### src/rtl/jk_excitation_driver.sv
// Drives J/K of a JK flip-flop so its Q plays a WIDTH-bit pattern LSB-first, and checks Q via feedback.
// Optional mismatch counter output o_err_count under `JK_EXCITATION_DRIVER_ERRCNT_EN.
module jk_excitation_driver #(
  parameter int WIDTH = 8
) (
  input  logic             i_clk,
  input  logic             i_rst,
  input  logic             i_valid,
  input  logic [WIDTH-1:0] i_pattern,
  output logic             o_ready,
  input  logic             i_q,
  output logic             o_j,
  output logic             o_k,
  output logic             o_busy,
  output logic             o_done,
  output logic             o_err
`ifdef JK_EXCITATION_DRIVER_ERRCNT_EN
  ,
  output logic [7:0]       o_err_count
`endif
);
  localparam int IW = $clog2(WIDTH);

  typedef enum logic [1:0] {IDLE, DRIVE, CHECK} state_t;

  state_t           state, state_nx;
  logic [IW-1:0]    idx;
  logic [WIDTH-1:0] pat;
  logic             err_q, done_q;
  logic             accept, last, t, exp_q, cmp_en, mism;

  assign accept = i_valid && (state == IDLE);
  assign last   = (idx == IW'(WIDTH - 1));
  assign t      = pat[idx];
  // Q lags the excitation by one edge, so compare against the previous bit.
  assign exp_q  = (state == CHECK) ? pat[WIDTH-1] : pat[idx - IW'(1)];
  assign cmp_en = ((state == DRIVE) && (idx != '0)) || (state == CHECK);
  assign mism   = cmp_en && (i_q != exp_q);

  always_ff @(posedge i_clk or posedge i_rst) begin
    if (i_rst) state <= IDLE;
    else       state <= state_nx;
  end

  always_comb begin
    state_nx = state;
    case (state)
      IDLE:    if (accept) state_nx = DRIVE;
      DRIVE:   if (last)   state_nx = CHECK;
      CHECK:               state_nx = IDLE;
      default:             state_nx = IDLE;
    endcase
  end

  always_comb begin
    o_ready = (state == IDLE);
    o_busy  = (state == DRIVE) || (state == CHECK);
    o_j     = 1'b0;
    o_k     = 1'b0;
    if (state == DRIVE) begin
      if (idx == '0) begin
        // Direct set/reset gives a known Q regardless of prior (or X) state.
        o_j = t;
        o_k = ~t;
      end else if (i_q != t) begin
        o_j = 1'b1;
        o_k = 1'b1;
      end
    end
  end

  always_ff @(posedge i_clk or posedge i_rst) begin
    if (i_rst) begin
      idx    <= '0;
      pat    <= '0;
      err_q  <= 1'b0;
      done_q <= 1'b0;
    end else begin
      done_q <= (state == CHECK);
      if (accept) begin
        pat   <= i_pattern;
        idx   <= '0;
        err_q <= 1'b0;
      end else begin
        if ((state == DRIVE) && !last) idx <= idx + IW'(1);
        if (mism) err_q <= 1'b1;
      end
    end
  end

  assign o_done = done_q;
  assign o_err  = err_q;

`ifdef JK_EXCITATION_DRIVER_ERRCNT_EN
  logic [7:0] err_cnt;
  always_ff @(posedge i_clk or posedge i_rst) begin
    if (i_rst)                       err_cnt <= '0;
    else if (mism && err_cnt != '1)  err_cnt <= err_cnt + 8'd1;
  end
  assign o_err_count = err_cnt;
`endif
endmodule

### config.mk
export PLATFORM = sky130hd
export DESIGN_NAME = jk_excitation_driver
export DESIGN_NICKNAME = d
export VERILOG_FILES = /design/src/rtl/jk_excitation_driver.sv
export SDC_FILE = /design/constraint.sdc
export NUM_CORES = 1
export LEC_CHECK = 0
export BUFFER_PORTS_ARGS = -buffer_cell sky130_fd_sc_hd__buf_4
export CORE_MARGIN = 3
export CORE_UTILIZATION = 35
export DETAILED_ROUTE_END_ITERATION = 16
export PLACE_DENSITY_LB_ADDON = 0.2
export SETUP_SLACK_MARGIN = 0.2
export SLEW_MARGIN = 40
export SYNTH_ARGS = -nofsm -noshare
export SYNTH_HDL_FRONTEND = slang
export SYNTH_SLANG_ARGS = --single-unit
### constraint.sdc
create_clock -name i_clk -period 2.5 [get_ports i_clk]
set_clock_uncertainty 0.05 [all_clocks]
set_input_delay 0.75 -clock i_clk [delete_from_list [all_inputs] [get_ports i_clk]]
set_output_delay 0.75 -clock i_clk [all_outputs]
set_load 0.01 [all_outputs]
==> impl_metrics.csv, run 1 <==
group,metric,value,unit
yosys,ys_ff_latch,15,
power_and_ir_drop,ir_worst_vdd,615,uV
die,die_area,0.00320,sq mm
drt,drtIter0Drc,5,
yosys,synth_seq_area_share,42.0,%
clock_network,cts_tree,"built",
drt,wire_per_inst,13.9,microns
run_status,outcome,"finished with violations",
finish,n_antenna_cell,0,
job,cap_violations,0,
min_path,hp-class,"input port to asynchronous set/reset pin",
finish,fillerInstances,218,
sta,timing.final.hold_violations,0,
sta,fin_crit_sh,107,%
sta,setup_violations,2,
finish,drive_above_1_share,39.8,%
global_route,grt_pass1_vias,683,
finish,final_cells,126,
yosys,synth_area_per_cell,12.3,sq um
die,ios,18,
die,num_rows,17,
drt,antenna_left,0,
sta,rsz0062_at_grt,"yes",
global_route,gr-total-overflow,0,
drt,finalWirelength,1.75,mm
drt,route.detailed.drc,0,
yosys,yosysUniqueCellTypes,18,
finish,fin_area,0.00112,sq mm
clock_network,cts.reportedPaths.clkPinSlew,0.09,ns
clock_network,cts_buffers,3,
setup_path,crit_type,"register to output port",
die,initial_core_util,38.6,%
die,die_w,56.6,microns
clock_network,clk_latency,0.29,ns
setup_path,crit_fanout,4,
sta,hold_slack,0.461,ns
drt,firstDrtPassIters,4,
sta,worst_pin_slew,0.580,ns
power_and_ir_drop,leakage,0.000524,uW
clock_network,cts_sinks,15,
placed_design,portBuffers,17,
setup_path,cp_data_required_time,1.70,ns
global_route,grt_use_total,12.1,%
die,die_h,56.6,microns
sta,period_minus_slack,2.68,ns
power_and_ir_drop,p_per_area,1260,mW/mm^2
die,core-area,0.00232,sq mm
yosys,syn-num-nets,93,
finish,nets,119,
drt,num_vias,629,
yosys,synth_cells,73,
placed_design,place_area,0.00105,sq mm
clock_network,htreeDepth,1,
clock_network,clockRootBuffer,"clkbuf_4",
sta,max_slew_margin,61.3,%
sta,timing.fmax,373,MHz
placed_design,dpl.cell_count,118,
setup_path,critPathLaunchType,"register",
run_status,violations,"setup timing",
clock_network,cts_hold_buf,0,
global_route,grt_pass1_wl,3.02,mm
global_route,antenna_found_initial,0,
placed_design,gp_congestion,0.722,
global_route,grt_max_degree,16,
yosys,synth_area,895,sq um
placed_design,hpwlAfterDp,1.31,mm
yosys,yosysWarnings,0,
placed_design,post-place-ws,0.0233,ns
sta,postLayoutSetupSlackWorst,-0.183,ns
setup_path,arrival,1.88,ns
sta,final_max_slew_viol_count,0,
clock_network,clockBufferDepth,2,
finish,areaGrowthSynthToFinish,25.0,%
drt,vias_per_cell,4.99,
setup_path,worstSetupEndpointType,"output port",
==> layout make-up <==
class	instances	area (sq um)	share of cell area (%)
Multi-Input combinational cell	51	493	44.1
Sequential cell	15	377	33.7
Clock buffer	4	26.3	2.35
Tap cell	28	35.0	3.13
Timing Repair Buffer	22	165	14.8
Inverter	6	22.5	2.01
==> worst paths after layout <==
check | from | end | slack, ns | depth (start not counted)
setup / recovery | idx[0] | o_k | -0.18 | 6
hold reg to reg | o_err | o_err | 0.46 | 1
max in group asynchronous | i_rst | idx[0] | 1.53 | 2
setup reg to reg | idx[0] | o_err | 0.45 | 7
min in group i_clk | o_err | o_err | 0.46 | 1
hold / removal | i_rst | state[0] | 0.46 | 2
==> kinds of logic after synthesis <==
group | after synthesis | synth area share [%]
buf+inv | 7 | 3.78
mux | 14 | 24.2
simple gates | 12 | 5.87
compound gates | 12 | 8.11
flops | 15 | 42.0
fa+ha+maj | 8 | 11.2
xor+xnor | 5 | 4.89
==> layer usage <==
metal | share of wire (%) | track usage [%]
met5 | 0 | 0
met4 | 1.1 | 4.07
met3 | 4.4 | 3.91
met2 | 50 | 19.8
met1 | 45 | 14.9
==> registers in the layout, summed over array words and instances, names as in the netlist <==
signal,cells
pat,8
o_err,1
o_done,1
state,2
idx,3
==> placed cells by master (no fill, tap or decap) <==
cell type | netlist | final
xnor2_1 | 4 | 4
o22a_1 | 1 | 1
xor2_2 | 0 | 1
a21oi_1 | 7 | 7
clkbuf_1 | 0 | 1
o21ai_0 | 1 | 1
a31oi_1 | 1 | 1
nor2_1 | 5 | 5
nand2_1 | 4 | 4
mux2_2 | 9 | 9
o311ai_2 | 0 | 1
a22o_1 | 1 | 1
ha_1 | 8 | 8
clkbuf_4 | 0 | 3
mux2i_1 | 1 | 1
mux4_2 | 0 | 2
nor2b_1 | 3 | 3
mux4_1 | 4 | 2
dfrtp_1 | 15 | 14
inv_1 | 6 | 6
dfrtp_2 | 0 | 1
buf_4 | 0 | 22
==> cell usage after synthesis <==
library cell	number	share of area (%)
o22a_1	1	0.98
nand2_1	4	1.7
dfrtp_1	15	42
xor2_1	1	0.98
buf_6	1	1.3
mux4_1	4	12
mux2i_1	1	1.1
xnor2_1	4	3.9
nor2b_1	3	2.1
ha_1	8	11
a31oi_1	1	0.70
mux2_2	9	11
a22o_1	1	0.98
o21ai_0	1	0.56
inv_1	6	2.5
a21oi_1	7	3.9
o311ai_0	1	0.98
nor2_1	5	2.1
==> repair_timing <==
item	4_1_cts	5_1_grt
pin swaps	2	2
endpoints found under the setup margin	2	2
buffers inserted	2	2
endpoints found under the hold margin	0	0
resized for setup	2	1
==> critical path, cell delays in order, from the launching register on <==
cell	delay, ns
dfrtp_2	0.41
mux4_2	0.53
xnor2_1	0.15
nand2_1	0.08
o311ai_2	0.11
a31oi_1	0.17
buf_4	0.14
==> through the flow <==
step | total power [uW] | TNS [ns] | util, %
final | 1410 | -0.363 | 48.2
after global routing | 1540 | -0.540 | 48.2
after CTS | 1390 | -0.428 | 47.3
after detailed placement | 1200 | 0 | 45.1
after global placement | 1180 | 0 | 45.1
after floorplan | 1000 | 0 | -
==> report_power, final <==
part / leakage [uW] / internal [uW] / switching (uW)
clock: 0.0000150 / 62.1 / 79.8
sequential: 0.000185 / 349 / 90.2
combinational: 0.000324 / 474 / 359
total: 0.000524 / 885 / 529
Note: power is estimated with default switching activity, not from simulation.
==> inputs of run 2 (changes only) <==
--- a/config.mk
+++ b/config.mk
@@ -6,10 +6,10 @@
 export NUM_CORES = 1
 export LEC_CHECK = 0
 export BUFFER_PORTS_ARGS = -buffer_cell sky130_fd_sc_hd__buf_4
+export CORE_ASPECT_RATIO = 0.8
 export CORE_MARGIN = 3
 export CORE_UTILIZATION = 35
 export DETAILED_ROUTE_END_ITERATION = 16
-export PLACE_DENSITY_LB_ADDON = 0.2
 export SETUP_SLACK_MARGIN = 0.2
 export SLEW_MARGIN = 40
 export SYNTH_ARGS = -nofsm -noshare
==> impl_metrics.csv, run 2 (synthesized netlist as in run 1, its figures left out) <==
group,metric,value,unit
run_status,outcome,"finished with violations",
run_status,violations,"setup timing",
drt,antenna_left,0,
clock_network,cts_sinks,15,
finish,final_common_cell,"buf_4",
sta,fin_tns_setup,-0.397,ns
drt,highest_layer,"met3",
die,die_h,51.2,microns
clock_network,cts_buffers,3,
global_route,grt_use_total,11.6,%
die,ios,18,
sta,rsz0062_at_grt,"yes",
setup_path,worst-r2r-cell-count,8,
drt,firstDrtPassIters,4,
die,die_w,62.5,microns
finish,final_core_util,48.2,%
setup_path,reg2reg_slack,0.43,ns
clock_network,clockRootBuffer,"clkbuf_4",
setup_path,crit_type,"register to output port",
clock_network,cts.reportedPaths.clkPinSlew,0.09,ns
finish,layout_common_cells,"buf_4, dfrtp_1, mux2_2, ha_1, a21oi_1",
global_route,grt_max_degree,16,
sta,setup_violations,2,
drt,num_vias,610,
sta,postLayoutSetupSlackWorst,-0.199,ns
drt,dr_wl_met3,48,microns
sta,fin_crit_sh,108,%
clock_network,cts_tree,"built",
sta,worst_pin_slew,0.597,ns
die,num_rows,15,
global_route,grt_pass1_wl,2.87,mm
drt,wl_met2,750,microns
power_and_ir_drop,leakage,0.000514,uW
setup_path,crit_start,"idx[1]",
finish,n_antenna_cell,0,
drt,wire_per_inst,12.7,microns
placed_design,portBuffers,17,
sta,timing.fmax,371,MHz
drt,drtIter0Drc,12,
clock_network,cts_hold_buf,0,
placed_design,hpwlAfterDp,1.29,mm
global_route,gr-total-overflow,0,
setup_path,cp-endpoint,"o_k",
sta,hold_slack,0.471,ns
sta,timing.final.hold_violations,0,
finish,nets,117,
setup_path,arrival,1.90,ns
finish,fillerInstances,225,
setup_path,r2r_end,"o_err",
setup_path,reg2reg_from,"idx[0]",
setup_path,crit_fanout,2,
setup_path,critPathLaunchType,"register",
clock_network,htreeDepth,1,
setup_path,worstSetupEndpointType,"output port",
finish,largest_reg_flops,8,
drt,finalWirelength,1.66,mm
die,die_area,0.00320,sq mm
finish,reg.largest.list,"pat x8, idx x3, state x2",
drt,met1_length,856,microns
placed_design,gp_congestion,0.806,
drt,vias_per_cell,4.69,
die,core-area,0.00229,sq mm
drt,route.detailed.drc,0,
power_and_ir_drop,ir_worst_vdd,495,uV
clock_network,clockBufferDepth,2,
global_route,grt_pass1_vias,625,
finish,drive_above_1_share,37.5,%
placed_design,post-place-ws,0.0590,ns
finish,areaGrowthSynthToFinish,23.4,%
sta,period_minus_slack,2.70,ns
global_route,antenna_found_initial,0,
sta,final_max_slew_viol_count,0,
finish,regMostFlops,"pat",
power_and_ir_drop,p_per_area,1240,mW/mm^2
die,initial_core_util,39.1,%
setup_path,cp_data_required_time,1.70,ns
job,cap_violations,0,
sta,max_slew_margin,60.2,%
clock_network,clk_latency,0.28,ns
min_path,hp-class,"register to register",
run 2: cell type report:
type	instances	area [sq um]	share of cell area (%)
tap	34	42.5	3.85
inverter	6	22.5	2.04
clock buffer	4	26.3	2.38
sequential	15	377	34.1
timing repair buffer	20	150	13.6
multi-input combinational	51	485	44.0
run 2: worst max-delay path: stages, from the launching register on:
cell and delay, ns:
dfrtp_1 0.38, mux4_2 0.56, xor2_1 0.17, o311ai_2 0.28
a31oi_1 0.07, buf_4 0.15
run 2: worst min path at each step:
stage                     startpoint  endpoint  depth (start not counted)  slack, ns
after CTS                      o_err     o_err                          1       0.48
after global routing          pat[1]    pat[1]                          1       0.51
after floorplan             state[1]  state[1]                          1       0.44
after detailed placement       o_err     o_err                          1       0.46
final                          o_err     o_err                          1       0.47
after global placement         o_err     o_err                          1       0.46
run 2: where the power goes:
group          internal [uW]  leakage [uW]  total (uW)  switching, uW
combinational            452      0.000314         798            346
sequential               349      0.000185         437           87.8
clock                   61.9     0.0000150         137           74.7
run 2: metrics by stage:
stage,instances,instance area (sq um),total power [uW]
3_5_place_dp,125,1060,1210
6_report,130,1100,1370
2_1_floorplan,73,887,1000
3_3_place_gp,125,1060,1190
4_1_cts,130,1100,1380
5_1_grt,130,1100,1500
run 2: metal layers:
layer  up-vias  global-route usage (%)
li1        305                       -
met4         0                    2.20
met1       291                    14.8
met3         0                    4.62
met5         -                       0
met2        14                    18.8
run 2: timing repair:
action / in CTS / in global routing
setup endpoints to repair: 2 / 2
gates resized for setup: 1 / 1
buffers inserted: 1 / 0
pin swaps: 0 / 2
